## config.mk

```make
export PLATFORM = sky130hd
export DESIGN_NAME = alu_issue_ctrl_flat
export DESIGN_NICKNAME = d
export VERILOG_FILES = /design/src/rtl/alu_issue_ctrl_if.sv /design/src/rtl/alu_issue_ctrl.sv /design/src/flat_wrapper.sv
export SDC_FILE = /design/constraint.sdc
export NUM_CORES = 1
export LEC_CHECK = 0
export CAP_MARGIN = 15
export CORE_MARGIN = 5
export CORE_UTILIZATION = 41
export DETAILED_ROUTE_END_ITERATION = 16
export PLACE_DENSITY_LB_ADDON = 0.08
export SLEW_MARGIN = 10
export SYNTH_ARGS = -nofsm -noshare
export SYNTH_HDL_FRONTEND = slang
export SYNTH_SLANG_ARGS = --single-unit
```

## constraint.sdc

```tcl
create_clock -name clk -period 4.8 [get_ports clk]
set_clock_uncertainty 0.15 [all_clocks]
set_input_delay 0.96 -clock clk [delete_from_list [all_inputs] [get_ports clk]]
set_output_delay 0.96 -clock clk [all_outputs]
set_load 0.02 [all_outputs]
```

## src/rtl/alu_issue_ctrl_if.sv

```systemverilog
// Bus bundle for alu_issue_ctrl: instruction handshake, ALU operand/result
// lanes and the result report. The slave modport is the controller's view;
// the master modport is the view of whatever feeds instructions and hosts
// the ALU.
interface alu_issue_ctrl_if;
   logic        instr_valid;
   logic [15:0] instr_data;
   logic        instr_ready;
   logic [15:0] alu_x;
   logic [15:0] alu_y;
   logic [2:0]  alu_c;
   logic [15:0] alu_z;
   logic        alu_lt;
   logic        alu_eq;
   logic        alu_gt;
   logic        alu_ovf;
   logic        alu_cout;
   logic        res_valid;
   logic [15:0] res_data;
   logic [4:0]  res_flags;
   logic        res_err;

   modport slave (
      input  instr_valid, instr_data,
      output instr_ready,
      output alu_x, alu_y, alu_c,
      input  alu_z, alu_lt, alu_eq, alu_gt, alu_ovf, alu_cout,
      output res_valid, res_data, res_flags, res_err
   );

   modport master (
      output instr_valid, instr_data,
      input  instr_ready,
      input  alu_x, alu_y, alu_c,
      output alu_z, alu_lt, alu_eq, alu_gt, alu_ovf, alu_cout,
      input  res_valid, res_data, res_flags, res_err
   );
endinterface

```

## src/rtl/alu_issue_ctrl.sv

```systemverilog
// alu_issue_ctrl: accepts one 16-bit instruction at a time, issues it to an
// external ALU (or handles LOADI / illegal ops locally), writes the 4x16
// register file and reports the result with a one-cycle res_valid pulse.
// Sequence per instruction: IDLE (accept) -> ISSUE (ALU driven, capture on
// exit) -> DONE (res_valid) -> IDLE.
// Optional feature: define ALU_ISSUE_OVF_STICKY_EN to add the ovf_sticky
// output, set by any ADD/SUB whose captured alu_ovf is 1, cleared by reset.
module alu_issue_ctrl (
   input  logic clk,
   input  logic rst_n,
`ifdef ALU_ISSUE_OVF_STICKY_EN
   output logic ovf_sticky,
`endif
   alu_issue_ctrl_if.slave bus
);

   localparam logic [1:0] ST_IDLE  = 2'd0;
   localparam logic [1:0] ST_ISSUE = 2'd1;
   localparam logic [1:0] ST_DONE  = 2'd2;

   localparam logic [2:0] OP_ADD   = 3'b010;
   localparam logic [2:0] OP_SUB   = 3'b011;
   localparam logic [2:0] OP_LOADI = 3'b100;

   logic [1:0]       state_reg;
   logic [1:0]       state_next;
   logic [15:0]      instr_reg;
   logic [3:0][15:0] rf_q;

   logic [15:0] res_data_reg;
   logic [4:0]  res_flags_reg;
   logic        res_err_reg;
   logic        res_valid_reg;

   logic        accept;
   logic [2:0]  op;
   logic [1:0]  rd;
   logic [1:0]  rs;
   logic [1:0]  rt;
   logic [15:0] imm;
   logic        is_alu;
   logic        is_loadi;
   logic        capture;
   logic        wr_en;
   logic [15:0] wr_data;

   assign op  = instr_reg[15:13];
   assign rd  = instr_reg[12:11];
   assign rs  = instr_reg[10:9];
   assign rt  = instr_reg[8:7];
   assign imm = {5'b0, instr_reg[10:0]};

   // AND/OR/ADD/SUB/SLT go to the ALU; 101 and 110 are neither class.
   assign is_alu   = (op == 3'b000) || (op == 3'b001) || (op == OP_ADD) ||
                     (op == OP_SUB) || (op == 3'b111);
   assign is_loadi = (op == OP_LOADI);

   assign bus.instr_ready = (state_reg == ST_IDLE);
   assign accept          = bus.instr_valid && (state_reg == ST_IDLE);
   assign capture         = (state_reg == ST_ISSUE);

   // Writes land on the edge that leaves ISSUE, so same-register reads in
   // ISSUE still see the old value.
   assign wr_en   = capture && (is_alu || is_loadi);
   assign wr_data = is_alu ? bus.alu_z : imm;

   assign bus.res_valid = res_valid_reg;
   assign bus.res_data  = res_data_reg;
   assign bus.res_flags = res_flags_reg;
   assign bus.res_err   = res_err_reg;

   // Next-state logic for the three-phase issue sequence.
   always_comb begin
      state_next = ST_IDLE;
      case (state_reg)
         ST_IDLE:  state_next = accept ? ST_ISSUE : ST_IDLE;
         ST_ISSUE: state_next = ST_DONE;
         ST_DONE:  state_next = ST_IDLE;
         default:  state_next = ST_IDLE;
      endcase
   end

   // State register; reset anywhere aborts the instruction in flight.
   always_ff @(posedge clk) begin
      if (!rst_n) state_reg <= ST_IDLE;
      else        state_reg <= state_next;
   end

   // Latch the instruction only on an accepting edge; instr_data is ignored otherwise.
   always_ff @(posedge clk) begin
      if (!rst_n)      instr_reg <= '0;
      else if (accept) instr_reg <= bus.instr_data;
   end

   // Drive ALU operands only while issuing an ALU op; zero otherwise.
   always_comb begin
      bus.alu_x = '0;
      bus.alu_y = '0;
      bus.alu_c = '0;
      if (capture && is_alu) begin
         bus.alu_x = rf_q[rs];
         bus.alu_y = rf_q[rt];
         bus.alu_c = op;
      end
   end

   genvar gi;
   generate
      for (gi = 0; gi < 4; gi++) begin : g_rf
         logic [15:0] r_reg;
         // One register-file entry, written at the capture edge when selected by rd.
         always_ff @(posedge clk) begin
            if (!rst_n)
               r_reg <= '0;
            else if (wr_en && (rd == gi[1:0]))
               r_reg <= wr_data;
         end
         assign rf_q[gi] = r_reg;
      end
   endgenerate

   // Result report: captured when leaving ISSUE, held until the next capture.
   always_ff @(posedge clk) begin
      if (!rst_n) begin
         res_valid_reg <= 1'b0;
         res_data_reg  <= '0;
         res_flags_reg <= '0;
         res_err_reg   <= 1'b0;
      end else begin
         res_valid_reg <= capture;
         if (capture) begin
            if (is_alu) begin
               res_data_reg  <= bus.alu_z;
               res_flags_reg <= {bus.alu_lt, bus.alu_eq, bus.alu_gt,
                                 bus.alu_ovf, bus.alu_cout};
               res_err_reg   <= 1'b0;
            end else if (is_loadi) begin
               res_data_reg  <= imm;
               res_flags_reg <= '0;
               res_err_reg   <= 1'b0;
            end else begin
               res_data_reg  <= '0;
               res_flags_reg <= '0;
               res_err_reg   <= 1'b1;
            end
         end
      end
   end

`ifdef ALU_ISSUE_OVF_STICKY_EN
   logic ovf_sticky_reg;

   // Sticky overflow: any ADD/SUB overflow since the last reset.
   always_ff @(posedge clk) begin
      if (!rst_n)
         ovf_sticky_reg <= 1'b0;
      else if (capture && ((op == OP_ADD) || (op == OP_SUB)) && bus.alu_ovf)
         ovf_sticky_reg <= 1'b1;
   end

   assign ovf_sticky = ovf_sticky_reg;
`endif

endmodule

```

## src/flat_wrapper.sv

```systemverilog
// flat-port wrapper written by rule: the top's interface ports become plain ports
module alu_issue_ctrl_flat 
  (clk, rst_n, bus_instr_valid, bus_instr_data, bus_instr_ready, bus_alu_x, bus_alu_y, bus_alu_c, bus_alu_z, bus_alu_lt, bus_alu_eq, bus_alu_gt, bus_alu_ovf, bus_alu_cout, bus_res_valid, bus_res_data, bus_res_flags, bus_res_err);
  alu_issue_ctrl_if bus_i ();
  input  logic clk;
  input  logic rst_n;
  input wire logic [$bits(bus_i.instr_valid)-1:0] bus_instr_valid;
  input wire logic [$bits(bus_i.instr_data)-1:0] bus_instr_data;
  output wire logic [$bits(bus_i.instr_ready)-1:0] bus_instr_ready;
  output wire logic [$bits(bus_i.alu_x)-1:0] bus_alu_x;
  output wire logic [$bits(bus_i.alu_y)-1:0] bus_alu_y;
  output wire logic [$bits(bus_i.alu_c)-1:0] bus_alu_c;
  input wire logic [$bits(bus_i.alu_z)-1:0] bus_alu_z;
  input wire logic [$bits(bus_i.alu_lt)-1:0] bus_alu_lt;
  input wire logic [$bits(bus_i.alu_eq)-1:0] bus_alu_eq;
  input wire logic [$bits(bus_i.alu_gt)-1:0] bus_alu_gt;
  input wire logic [$bits(bus_i.alu_ovf)-1:0] bus_alu_ovf;
  input wire logic [$bits(bus_i.alu_cout)-1:0] bus_alu_cout;
  output wire logic [$bits(bus_i.res_valid)-1:0] bus_res_valid;
  output wire logic [$bits(bus_i.res_data)-1:0] bus_res_data;
  output wire logic [$bits(bus_i.res_flags)-1:0] bus_res_flags;
  output wire logic [$bits(bus_i.res_err)-1:0] bus_res_err;
  assign bus_i.instr_valid = bus_instr_valid;
  assign bus_i.instr_data = bus_instr_data;
  assign bus_instr_ready = bus_i.instr_ready;
  assign bus_alu_x = bus_i.alu_x;
  assign bus_alu_y = bus_i.alu_y;
  assign bus_alu_c = bus_i.alu_c;
  assign bus_i.alu_z = bus_alu_z;
  assign bus_i.alu_lt = bus_alu_lt;
  assign bus_i.alu_eq = bus_alu_eq;
  assign bus_i.alu_gt = bus_alu_gt;
  assign bus_i.alu_ovf = bus_alu_ovf;
  assign bus_i.alu_cout = bus_alu_cout;
  assign bus_res_valid = bus_i.res_valid;
  assign bus_res_data = bus_i.res_data;
  assign bus_res_flags = bus_i.res_flags;
  assign bus_res_err = bus_i.res_err;
  alu_issue_ctrl u_core (.clk(clk), .rst_n(rst_n), .bus(bus_i));
endmodule
```

==> results_dict.tcl <==
set metrics [dict create \
    grt.met3_usage_pct 4.52 \
    final_common_cell "dfxtp_1" \
    p_sw_share_pct 25.2 \
    synth_warnings 0 \
    place_area_um2 5980 \
    use_met2_pct 27.9 \
    gp_congestion 0.757 \
    critPathLaunch "u_core.instr_reg[15]" \
    nFillCells 1114 \
    io_buffers 98 \
    reg2reg_depth 6 \
    multi_input_area_um2 2650 \
    path_delay_family "buffers and inverters" \
    synth_area_leaders "dfxtp_1, mux4_2, mux2i_1" \
    cts.sinks 104 \
    p_switching_uw 481 \
    clkTransAtPathRegs_ps 70 \
    fin_tns_setup_ps 0 \
    ys_seq_elements 104 \
    cts_resized 0 \
    grt_pass1_vias 3973 \
    required_ps 3690 \
    worstMarginPinSlew_ps 1170 \
    syn_nets 534 \
    final_cell_mix "dfxtp_1, clkdlybuf4s50_1, nand2_1" \
    setup-violations-final 0 \
    vdd_drop_max_uv 177 \
    grt_pass1_wl_um 20600 \
    internal_power_mw 1.43 \
    antenna_cells 0 \
    period_share_pct 78.6 \
    coreArea_um2 11900 \
    area_growth_pct 26.5 \
    dpl.hpwl_um 8600 \
    period_minus_slack_ps 3770 \
    clk_path_buf_depth 2 \
    via_count 3959 \
    grt_overflow 0 \
    first_iter_violations 225 \
    min_from "u_core.bus.res_flags[2]" \
    die_y_um 120 \
    drv_slew 0 \
    synth_area_um2 4950 \
    clockRootBuffer "clkbuf_16" \
    critical_path_depth 4 \
    cp-start-kind "flop" \
    seq_area_frac_synth_pct 42.0 \
    min_path_cells 2 \
    arrival_ps 2660 \
    num_rows 40 \
    drc 0 \
    critPathCaptureType "primary output" \
    largest_register_ffs 64 \
    r2r_start "u_core.bus.res_valid" \
    maxCapViolCount 0 \
    p_comb_share_pct 14.0 \
    pwr_density_cell_nw_per_um2 305 \
    busiest_layer "met2" \
    die-area_um2 14400 \
    layout.nets 607 \
    timing.slew.headroom_pct 21.2 \
    fmax_ghz 0.265 \
    first_pass_iters 5 \
    rsz0062_at_grt "no" \
    finalInstanceArea_um2 6260 \
    wl_per_cell_um 17.8 \
    min_path_type "flop to flop" \
    die_w_um 120 \
    cpPeakStageDelay_ps 650 \
    routed_wl_um 12800 \
    criticalPathCategory "flop to primary output" \
    start_util_pct 41.6 \
    crit_chain "nand2_1 > buf_4 > and3_1 > clkdlybuf4s50_1" \
    crit_slowest_cell "dfxtp_1" \
    crit_path_max_fanout 33 \
    antenna_found_initial 0 \
    leakage_nw 2.24 \
    numCtsBuffers 9 \
    path_buf_inv 2 \
    syn_area_per_cell_um2 10.0 \
    outcome "finished, final reports clean" \
    hold_slack_ps 314 \
    clock_power_share_pct 37.1 \
    grt_max_degree 62 \
    clock_latency_ps 330 \
    cts_tree "done" \
    synth_top_cell_by_area "dfxtp_1" \
    grt.total_usage_pct 17.8 \
    rrSetupSlack_ps 2100 \
    ctsHoldBuffers 0 \
    hold_viol 0 \
    grt_util_met1_pct 24.9 \
    ant_nets 0 \
    regArea_um2 2080 \
    netlist.area_leader.share_pct 42.0 \
    drive_gt1_share_pct 11.2 \
    postCtsSetupBuffers 0 \
    pwr-share-seq_pct 48.8 \
    synth_cell_types 24 \
    htree_levels 3 \
    viasPerCell 5.51 \
    io-pin-count 99 \
    synthCells 494 \
]
[layer usage]
metal | part of all wire [%] | up-vias
met4 | 1.1 | 0
met5 | 0 | -
met1 | 48 | 1901
met2 | 45 | 103
met3 | 5.6 | 15
li1 | - | 1940
[stage by stage]
step,setup WS (ps),util (%),total power [mW],std cells
after floorplan,2070,-,1.11,494
after global placement,1430,50.2,1.22,703
after detailed placement,1370,50.2,1.22,703
after CTS,1000,52.6,1.93,719
after global routing,917,52.6,1.99,719
final,1030,52.6,1.91,719
[worst paths after layout]
| check | end |
|---|---|
| max | bus_alu_y[5] |
| min | u_core.bus.res_flags[2] |
| max reg2reg | u_core.g_rf[1].r_reg[12] |
| min reg2reg | u_core.bus.res_flags[2] |
[power by group through the flow]
stage	Combinational, mW	Clock [mW]	Sequential, mW
4_1_cts	0.272	0.728	0.932
5_1_grt	0.292	0.762	0.937
3_5_place_dp	0.271	0	0.952
3_3_place_gp	0.268	0	0.950
6_report	0.268	0.709	0.932
2_1_floorplan	0.164	0	0.947
[layout make-up]
cell class | instances | area share, %
Clock buffer | 12 | 3.77
Clock inverter | 4 | 0.719
Inverter | 2 | 0.120
Multi-Input combinational cell | 341 | 42.3
Sequential cell | 104 | 33.2
Tap cell | 147 | 2.94
Timing Repair Buffer | 109 | 16.9
[cells in the mapped netlist]
| master | n |
|---|---|
| nor2b_1 | 26 |
| a21boi_1 | 1 |
| buf_2 | 10 |
| o21ai_1 | 36 |
| a2111oi_4 | 4 |
| mux2i_1 | 31 |
| mux4_2 | 32 |
| clkbuf_1 | 32 |
| and3_1 | 36 |
| buf_4 | 1 |
| nand3_1 | 6 |
| nor2_1 | 12 |
| xor2_2 | 1 |
| a21oi_1 | 44 |
| inv_1 | 2 |
| nand2_1 | 51 |
| a221oi_1 | 11 |
| a21boi_0 | 27 |
| dfxtp_1 | 104 |
| nand2b_1 | 1 |
| and2_1 | 2 |
| buf_6 | 4 |
| nor3b_1 | 1 |
| o21ai_0 | 19 |
[worst reg2reg max path, cell delays in order, from the launching register on]
cell and delay (ps):
dfxtp_1 370, nand2b_1 160, buf_4 240, a2111oi_4 1060, buf_4 360, mux2i_1 200
nor2b_1 60
[logic make-up after synthesis]
family / after synthesis / synth area share [%]
muxes: 63 / 20.8
xor gates and xnor gates: 1 / 0.329
buffers and inverters: 49 / 4.65
DFF: 104 / 42.0
and+or+nand+nor: 135 / 13.7
AOI/OAI and AO/OA: 142 / 18.4
(Power assumes the default switching activity.)
